--- config.mk ---
export PLATFORM = sky130hd
export DESIGN_NAME = serial_adder_param
export DESIGN_NICKNAME = d
export VERILOG_FILES = /design/src/rtl/serial_adder_param.sv
export SDC_FILE = /design/constraint.sdc
export NUM_CORES = 1
export LEC_CHECK = 0
export ABC_AREA = 1
export BUFFER_PORTS_ARGS = -buffer_cell sky130_fd_sc_hd__buf_2
export CAP_MARGIN = 20
export CORE_ASPECT_RATIO = 1.4
export CORE_MARGIN = 5
export CORE_UTILIZATION = 54
export DETAILED_ROUTE_END_ITERATION = 12
export HOLD_SLACK_MARGIN = 0.06
export PLACE_DENSITY = 0.75
export SLEW_MARGIN = 20
export SYNTH_ARGS = -nofsm -noshare
export SYNTH_HDL_FRONTEND = slang
export SYNTH_SLANG_ARGS = --single-unit
--- constraint.sdc ---
create_clock -name clk -period 2.33 [get_ports clk]
set_input_delay 0 -clock clk [delete_from_list [all_inputs] [get_ports clk]]
set_output_delay 0 -clock clk [all_outputs]
set_load 0.01 [all_outputs]
--- src/rtl/serial_adder_param.sv ---
// Multi-cycle adder: DIGIT bits per clock, LSB chunk first, start/busy/done handshake.
// Optional subtract mode enabled by defining SERIAL_ADDER_SUB_EN (adds the 'sub' port).
module serial_adder_param #(
  parameter int WIDTH = 8,
  parameter int DIGIT = 2
) (
  input  logic             clk,
  input  logic             rst,
  input  logic             start,
  input  logic [WIDTH-1:0] a,
  input  logic [WIDTH-1:0] b,
  input  logic             cin,
`ifdef SERIAL_ADDER_SUB_EN
  input  logic             sub,
`endif
  output logic [WIDTH-1:0] sum,
  output logic             cout,
  output logic             busy,
  output logic             done
);

  localparam int N  = (DIGIT >= 1) ? WIDTH / DIGIT : 1;
  localparam int CW = (N > 1) ? $clog2(N) : 1;
  localparam logic [CW-1:0] LAST = CW'(N - 1);

  if (WIDTH < 1 || DIGIT < 1 || DIGIT > WIDTH || (WIDTH % DIGIT) != 0) begin : g_bad_params
    $error("serial_adder_param: need WIDTH>=1, 1<=DIGIT<=WIDTH, WIDTH%%DIGIT==0");
  end

  typedef enum logic [1:0] {IDLE, RUN, DONE} state_t;

  state_t           state, state_nx;
  logic [WIDTH-1:0] a_q, b_q;
  logic             carry_q;
  logic [CW-1:0]    cnt;
  logic [31:0]      base;
  logic [DIGIT-1:0] a_chunk, b_chunk;
  logic [DIGIT:0]   chunk;
  logic             sub_i;
  logic             last;

`ifdef SERIAL_ADDER_SUB_EN
  assign sub_i = sub;
`else
  assign sub_i = 1'b0;
`endif

  always_ff @(posedge clk or posedge rst) begin
    if (rst) state <= IDLE;
    else     state <= state_nx;
  end

  always_comb begin
    state_nx = state;
    busy     = 1'b0;
    done     = 1'b0;
    last     = (cnt == LAST);
    base     = 32'(cnt) * 32'(DIGIT);
    a_chunk  = a_q[base +: DIGIT];
    b_chunk  = b_q[base +: DIGIT];
    chunk    = {1'b0, a_chunk} + {1'b0, b_chunk} + {{DIGIT{1'b0}}, carry_q};
    unique case (state)
      IDLE: if (start) state_nx = RUN;
      RUN: begin
        busy = 1'b1;
        if (last) state_nx = DONE;
      end
      DONE: begin
        done     = 1'b1;
        state_nx = IDLE;
      end
      default: state_nx = IDLE;
    endcase
  end

  // Subtraction is a + ~b + 1, so cout=1 reads as "no borrow".
  always_ff @(posedge clk or posedge rst) begin
    if (rst) begin
      a_q     <= '0;
      b_q     <= '0;
      carry_q <= 1'b0;
      cnt     <= '0;
      sum     <= '0;
      cout    <= 1'b0;
    end else begin
      unique case (state)
        IDLE: begin
          if (start) begin
            a_q     <= a;
            b_q     <= sub_i ? ~b : b;
            carry_q <= sub_i ? 1'b1 : cin;
            cnt     <= '0;
          end
        end
        RUN: begin
          sum[base +: DIGIT] <= chunk[DIGIT-1:0];
          carry_q            <= chunk[DIGIT];
          if (last) cout <= chunk[DIGIT];
          else      cnt  <= cnt + CW'(1);
        end
        default: ;
      endcase
    end
  end

endmodule

==> impl_results.md, run 1 <==
- Async set-reset flop share out of synthesis: between 90% and 100%
- First-pass GRT wire length: between 6000 and 7000 um
- Top cells by area, synth: dfrtp_1 47%, nand2_1 18%, nand3_1 7.9%, ha_1 4.7%, inv_1 3.8%
- Overflow after GRT: 0
- Pins Over Slew Limit: 0
- Synth cell types: 19
- Crit Path Max Fanout: 7
- Hold EP: b_q[5]$_DFFE_PP0P_
- Synth top area share: 47.4%
- Post-synth top flop: dfrtp_1
- Register area: between 700 and 800 sq um
- Post-Syn Area: 1590 sq um
- Lkg Pwr: between 1 and 1.5 nW
- Peak supply drop: between 1 and 1.5 mV
- Fraction of layout cells with a size suffix above 1: approximately a quarter
- Final GP Congestion: between 0.7 and 0.8
- H-tree depth: 2
- N_diodes: 0
- Die width: about 56 um
- Area of the multi-input gates: around 730 sq um
- Critical path type: register to register
- Detail Route Antenna Nets: 0
- Initial antenna violation count: 0
- DR vias: around 1500
- Skew final: 0.00363 ns
- Die H: about 74 um
- Hold path start: start
- Vias in the first global route: between 1000 and 1500
- Total track usage: between 10% and 20%
- Final setup vio count: 0
- Rel. slew slack: approximately 72%
- Yosys reg bits: 30
- Mean Syn Cell Area: about 8.1 sq um
- Nets: 285
- Worst endpoint required time: ~2.5 ns
- Commonest cells in the netlist: 74 x nand2_1, 30 x dfrtp_1, 25 x nand3_1, 16 x inv_1, 14 x nor2_1
- Worst-Skew Late Latency: 0.27 ns
- Number of synthesized flops with an enable pin: 0
- Final worst path period share: between 90 and 100%
- R2R cell count: 9
- Clk pin slew, worst setup/hold paths: 0.06 ns
- Achievable frequency: 459 MHz
- 1st-iter DRT viols: 45
- I/O pin count: 31
- Die footprint: 4130 sq um
- Dominant cell type by area after synthesis: dfrtp_1
- HPWL after DPL: around 2500 um
- Post-Syn Instances: 196
- Maximum clock path buffer count: 2
- # Max-Cap Violations: 0
- Number of port buffers: 30
- Most common cell in the netlist: nand2_1
- WL final: roughly 3800 um
- CP max-delay cell: fa_1
- Final hold vios: 0
- Power density over the cells: between 1000 and 1500 nW/um^2
- CP Cell Sequence: buf_8 -> nor2_1 -> nor2_1 -> o21ai_0 -> nand2_1 -> fa_2 -> fa_1 -> nand3_1 -> o21ai_0
- Number of buffers created by CTS: 5
- Fillers: 206
- Outcome: complete, no violations
- Area grow syn2layout: 33.2%
- Design area: 2110 sq um
- Net Count, Synth: around 220
- Synth warn: 0
- Slew @ Worst Pin: between 0.4 and 0.5 ns
- HP Class: input port to register
- CTS sink count: 30
- Post-DR vias/cell: 5.02
- Critical Path End Type: register
- Largest net degree at the start of global routing: 31
- WHS: between 0.15 and 0.2 ns
- Clock tree root buffer cell: clkbuf_8
- Minimum clock period: about 2.2 ns
- Num rows: 23
- Hold Path Stages: 3
- R2r setup slk: ~0.15 ns
- Startpoint types: register
- RR Startpoint: cnt[0]$_DFFE_PP0P_
- Worst path max stage delay: 0.56 ns
- TritonCTS clock tree: done
- RR Endpoint: sum[3]$_DFFE_PP0P_
- DR pass1 iterations: 4
- Placed Area: 1770 sq um
- DR WL/cell: 12.8 um
- Worst EP arrival: around 2.4 ns
- Starting Density: 55.6%
- Seq/Total Area, Yosys: between 40% and 50%
- Remaining DRCs: 0
- Core box area: approximately 2800 sq um
metal layers:
layer,track usage (%),wire length [um],vias up
met5,0,0,-
met4,5.95,63,0
met3,5.03,182,8
met2,37.1,2130,42
met1,19.4,1400,684
li1,-,-,742
report_power, final:
| group | internal [W] | total, W | switching (W) |
|---|---|---|---|
| clock | 0.000200 | 0.000385 | 0.000185 |
| sequential | 0.000756 | 0.000949 | 0.000193 |
| combinational | 0.000646 | 0.00155 | 0.000906 |
| total | 0.00160 | 0.00289 | 0.00128 |
cells by family (layout without fill, tap and decap cells):
group | count (synthesis) | in the layout | share of synthesized area, %
compound gates | 12 | 12 | 4.42
flops | 30 | 30 | 47.4
buf+inv | 25 | 86 | 7.18
fa+ha+maj | 8 | 8 | 7.26
simple gates | 121 | 121 | 33.8
final cells by class:
type / count / area share (%)
Clock inverter: 2 / 0.474
Clock buffer: 5 / 3.26
Timing Repair Buffer: 60 / 20.3
Timing Repair inverter: 1 / 0.237
Multi-Input combinational cell: 141 / 34.6
Inverter: 18 / 3.38
Tap cell: 37 / 2.19
Sequential cell: 30 / 35.6
repair_timing:
action                     CTS  global route
hold endpoints to repair    47             0
buffers inserted             0             8
gates resized for setup      0             9
hold buffers                18             0
setup endpoints to repair    0             4
layout by cell type, fill, tap and decap left out, types with 2 or more instances in the layout:
master and instances:
buf_2 30, buf_4 11, clkbuf_8 5, clkinv_2 2, dfrtp_1 29, dlygate4sd3_1 18, ha_1 6, inv_1 15
inv_2 2, nand2_1 74, nand3_1 25, nand4_1 3, nor2_1 13, o211ai_1 4, o21ai_0 7
metrics by stage:
step	worst slack (ns)	TNS [ns]	cells	utilization, %	total power (W)
global route	-0.00775	-0.0153	294	74.1	0.00315
detailed placement	0.0842	0	260	62.0	0.00230
finish	0.153	0	294	74.1	0.00289
CTS	0.0735	0	285	71.1	0.00271
floorplan	0.184	0	196	-	0.00194
global placement	0.169	0	260	62.0	0.00223
worst max-delay path by stage:
stage,from,end,slack [ns],cells after the start
after floorplan,cnt[0]$_DFFE_PP0P_,sum[1]$_DFFE_PP0P_,0.18,10
after global placement,cnt[0]$_DFFE_PP0P_,sum[1]$_DFFE_PP0P_,0.17,11
after detailed placement,cnt[0]$_DFFE_PP0P_,sum[1]$_DFFE_PP0P_,0.08,10
after CTS,cnt[0]$_DFFE_PP0P_,sum[1]$_DFFE_PP0P_,0.07,10
after global routing,cnt[0]$_DFFE_PP0P_,sum[7]$_DFFE_PP0P_,-0.008,11
final,cnt[0]$_DFFE_PP0P_,sum[3]$_DFFE_PP0P_,0.15,9
sequential cells by signal (all words and copies together) (netlist names):
name	count
a_q	8
b_q	8
carry_q	1
cnt	2
cout	1
state	2
sum	8
critical path: cells and delay by family, from the launching register on:
family	cells	cell delay (ns)
compound gates	2	0.23
fa+ha+maj	2	0.92
buf+inv	1	0.15
flops	1	0.45
simple gates	4	0.36
No activity file was read; power rests on OpenSTA's default activity.
==> inputs of run 2 (changes only) <==
--- a/config.mk
+++ b/config.mk
@@ -15,3 +15,3 @@
 export HOLD_SLACK_MARGIN = 0.06
-export PLACE_DENSITY = 0.75
+export PLACE_DENSITY = 0.85
 export SLEW_MARGIN = 20
==> constraint.sdc (replaced) <==
create_clock -name clk -period 2.33 [get_ports clk]
set_input_delay 0.233 -clock clk [delete_from_list [all_inputs] [get_ports clk]]
set_output_delay 0.233 -clock clk [all_outputs]
set_load 0.01 [all_outputs]
==> run 2 against run 1 <==
Total power fell by 4.0%. Via count fell by 7.2%. Clock power rose by 10%. Hold slack got worse by 0.0046 ns. Die area did not move. Wire length fell by 15%. Setup slack got worse by 0.0083 ns. Largest power group unchanged. Highest routed layer unchanged.
==> impl_results.md, run 2 (same netlist as run 1, synthesis figures left out) <==
- Outcome: complete, no violations (unchanged)
- DR WL/cell: 11.9 um (was 12.8 um)
- Final worst path period share: 93.8% (was 93.5%)
- I/O pin count: 31 (unchanged)
- Sw Share: 44.3% (was 44.5%)
- TritonCTS clock tree: done (unchanged)
- Setup TNS: 0 ns (unchanged)
- CP Buf/Inv Count: 1 (unchanged)
- # Max-Cap Violations: 0 (unchanged)
- Clock share of power: 15.3% (was 13.3%)
- N_diodes: 0 (unchanged)
- 1st-iter DRT viols: 29 (was 45)
- WL final: 3210 um (was 3770 um)
- Vias in the first global route: 1284 (was 1446)
- DR vias: 1370 (was 1476)
- P_int: 0.00154 W (was 0.00160 W)
- Die width: 55.8 um (unchanged)
- Power share of the combinational group: 51.0% (was 53.8%)
- Remaining DRCs: 0 (unchanged)
- Number of buffers created by CTS: 5 (unchanged)
- CP Cell Sequence: clkinvlp_4 -> o211ai_1 -> nand2_1 -> fa_2 -> fa_1 -> nand2_1 -> nor3_2 -> nand2_1 -> nand2_1 (was buf_8 -> nor2_1 -> nor2_1 -> o21ai_0 -> nand2_1 -> fa_2 -> fa_1 -> nand3_1 -> o21ai_0)
- Worst path max stage delay: 0.57 ns (was 0.56 ns)
- Final setup vio count: 0 (unchanged)
- Leading cell types in the layout, fill and taps excluded: 74 x nand2_1, 30 x dfrtp_1, 30 x buf_2, 24 x nand3_1, 15 x inv_1 (was 74 x nand2_1, 30 x buf_2, 29 x dfrtp_1, 25 x nand3_1, 18 x dlygate4sd3_1)
- Switching power: 0.00123 W (was 0.00128 W)
- RSZ-0062 raised after global routing: no
- Skew final: 0.00286 ns (was 0.00363 ns)
- Worst-Skew Late Latency: 0.28 ns (was 0.27 ns)
- Rel. slew slack: 71.9% (was 72.4%)
- Placed Area: 1770 sq um (unchanged)
- Num rows: 23 (unchanged)
- CP max-delay cell: fa_1 (unchanged)
- RR Startpoint: cnt[1]$_DFFE_PP0P_ (was cnt[0]$_DFFE_PP0P_)
- Final WS setup: 0.144 ns (was 0.153 ns)
- Overflow after GRT: 0 (unchanged)
- Power density over the cells: 1460 nW/um^2 (was 1370 nW/um^2)
- Total track usage: 17.0% (was 18.9%)
- HPWL after DPL: 2450 um (was 2490 um)
- First-pass GRT wire length: 5380 um (was 6120 um)
- Clock tree root buffer cell: clkbuf_8 (unchanged)
- Worst endpoint required time: 2.55 ns (was 2.53 ns)
- CTS sink count: 30 (unchanged)
- Sequential share of power: 33.7% (was 32.9%)
- Critical path type: register to register (unchanged)
- Fraction of layout cells with a size suffix above 1: 22.3% (was 23.3%)
- CP delay by family, top: adder cells (unchanged)
- Final GP Congestion: 0.911 (was 0.792)
- Lkg Pwr: 1.07 nW (was 1.17 nW)
- Fillers: 258 (was 206)
- HP Class: input port to register (unchanged)
- Peak supply drop: 0.788 mV (was 1.07 mV)
- Minimum clock period: 2.19 ns (was 2.18 ns)
- Design area: 1900 sq um (was 2110 sq um)
- Area grow syn2layout: 19.7% (was 33.2%)
- Final core occ: 66.6% (was 74.1%)
- Crit Path Max Fanout: 8 (was 7)
- DR pass1 iterations: 4 (unchanged)
- Overall power: 0.00277 W (was 0.00289 W)
- Post-DR vias/cell: 5.07 (was 5.02)
- Slew @ Worst Pin: 0.421 ns (was 0.413 ns)
- Dpl ws: 0.109 ns (was 0.0842 ns)
- Clk pin slew, worst setup/hold paths: 0.06 ns (about the same)
- Startpoint types: register (unchanged)
- Detail Route Antenna Nets: 0 (unchanged)
- Starting Density: 55.6% (unchanged)
- Worst EP arrival: 2.41 ns (was 2.38 ns)
- Critical path startpoint: cnt[1]$_DFFE_PP0P_ (was cnt[0]$_DFFE_PP0P_)
- Final hold vios: 0 (unchanged)
- Number of port buffers: 30 (unchanged)
- Nets: 260 (was 285)
- Die H: 74.1 um (unchanged)
- Achievable frequency: 458 MHz (was 459 MHz)
- Largest net degree at the start of global routing: 31 (unchanged)
- Initial antenna violation count: 0 (unchanged)
- Maximum clock path buffer count: 2 (unchanged)
- H-tree depth: 2 (unchanged)
- Die footprint: 4130 sq um (unchanged)
- Most used cell, CP: nand2_1
- Hold path start: a[5] (was start)
- Core box area: 2850 sq um (unchanged)
- Registers with the most flip-flops: a_q x8, b_q x8, sum x8 (unchanged)
- Pins Over Slew Limit: 0 (unchanged)
- Most common cell after layout, fill and taps aside: nand2_1 (unchanged)
- Critical Path End Type: register (unchanged)
run 2: cell count changes in the layout (fill, tap and decap cells not counted), sizes merged:
cell         delta
dlygate4sd3    -17
clkinv          -1
buf             -7
clkbuf          +2
clkinvlp        -1
run 2: power groups by stage:
stage	clock network [W]	registers (W)	logic [W]
global route	0.000450	0.000966	0.00162
CTS	0.000430	0.000926	0.00136
floorplan	0	0.000905	0.00104
detailed placement	0	0.000935	0.00135
global placement	0	0.000918	0.00132
finish	0.000424	0.000934	0.00141
run 2: area by class of cell:
cell class | count | area, sq um | area share, %
sequential | 30 | 751 | 39.6
multi-input combinational | 141 | 736 | 38.8
timing repair buffer | 36 | 201 | 10.6
clock buffer | 7 | 86.3 | 4.55
inverter | 18 | 71.3 | 3.76
tap | 37 | 46.3 | 2.44
clock inverter | 1 | 5.00 | 0.264
run 2: per-stage QoR:
step	hold slack (ns)	std cells
floorplan	0.324	196
global placement	0.316	260
detailed placement	0.319	260
CTS	0.175	269
global route	0.188	270
finish	0.178	270
run 2: per-layer routing:
layer	GRT usage, %	share of wire, %	vias to the layer above	wire, um
li1	-	-	692	-
met1	17.0	39	637	1250
met2	32.6	53	33	1710
met3	4.51	5.8	8	188
met4	8.38	1.9	0	61
met5	0	0	-	0
run 2: final timing paths:
kind                                            to  cells past startpoint  slack, ns
worst max-delay path            sum[1]$_DFFE_PP0P_                      9       0.14
worst min-delay path            a_q[5]$_DFFE_PP0P_                      3       0.18
worst min register to register  b_q[0]$_DFFE_PP0P_                      2       0.47
min in group asynchronous       a_q[5]$_DFFE_PP0P_                      4       0.56
max in group asynchronous       a_q[4]$_DFFE_PP0P_                      4       1.50
worst max register to register  sum[1]$_DFFE_PP0P_                      9       0.14
run 2: tightest hold or removal path: cells and delay by family:
kind / cells / cell delay [ns]
buffers and inverters: 1 / 0.07
AND/OR/NAND/NOR: 2 / 0.12
run 2: what timing repair did:
| action | 4_1_cts | 5_1_grt |
|---|---|---|
| resized for setup | 0 | 8 |
| setup buffers | 0 | 1 |
| hold buffers | 1 | 0 |
| endpoints found under the setup margin | 0 | 4 |
| hold endpoints to repair | 30 | 0 |
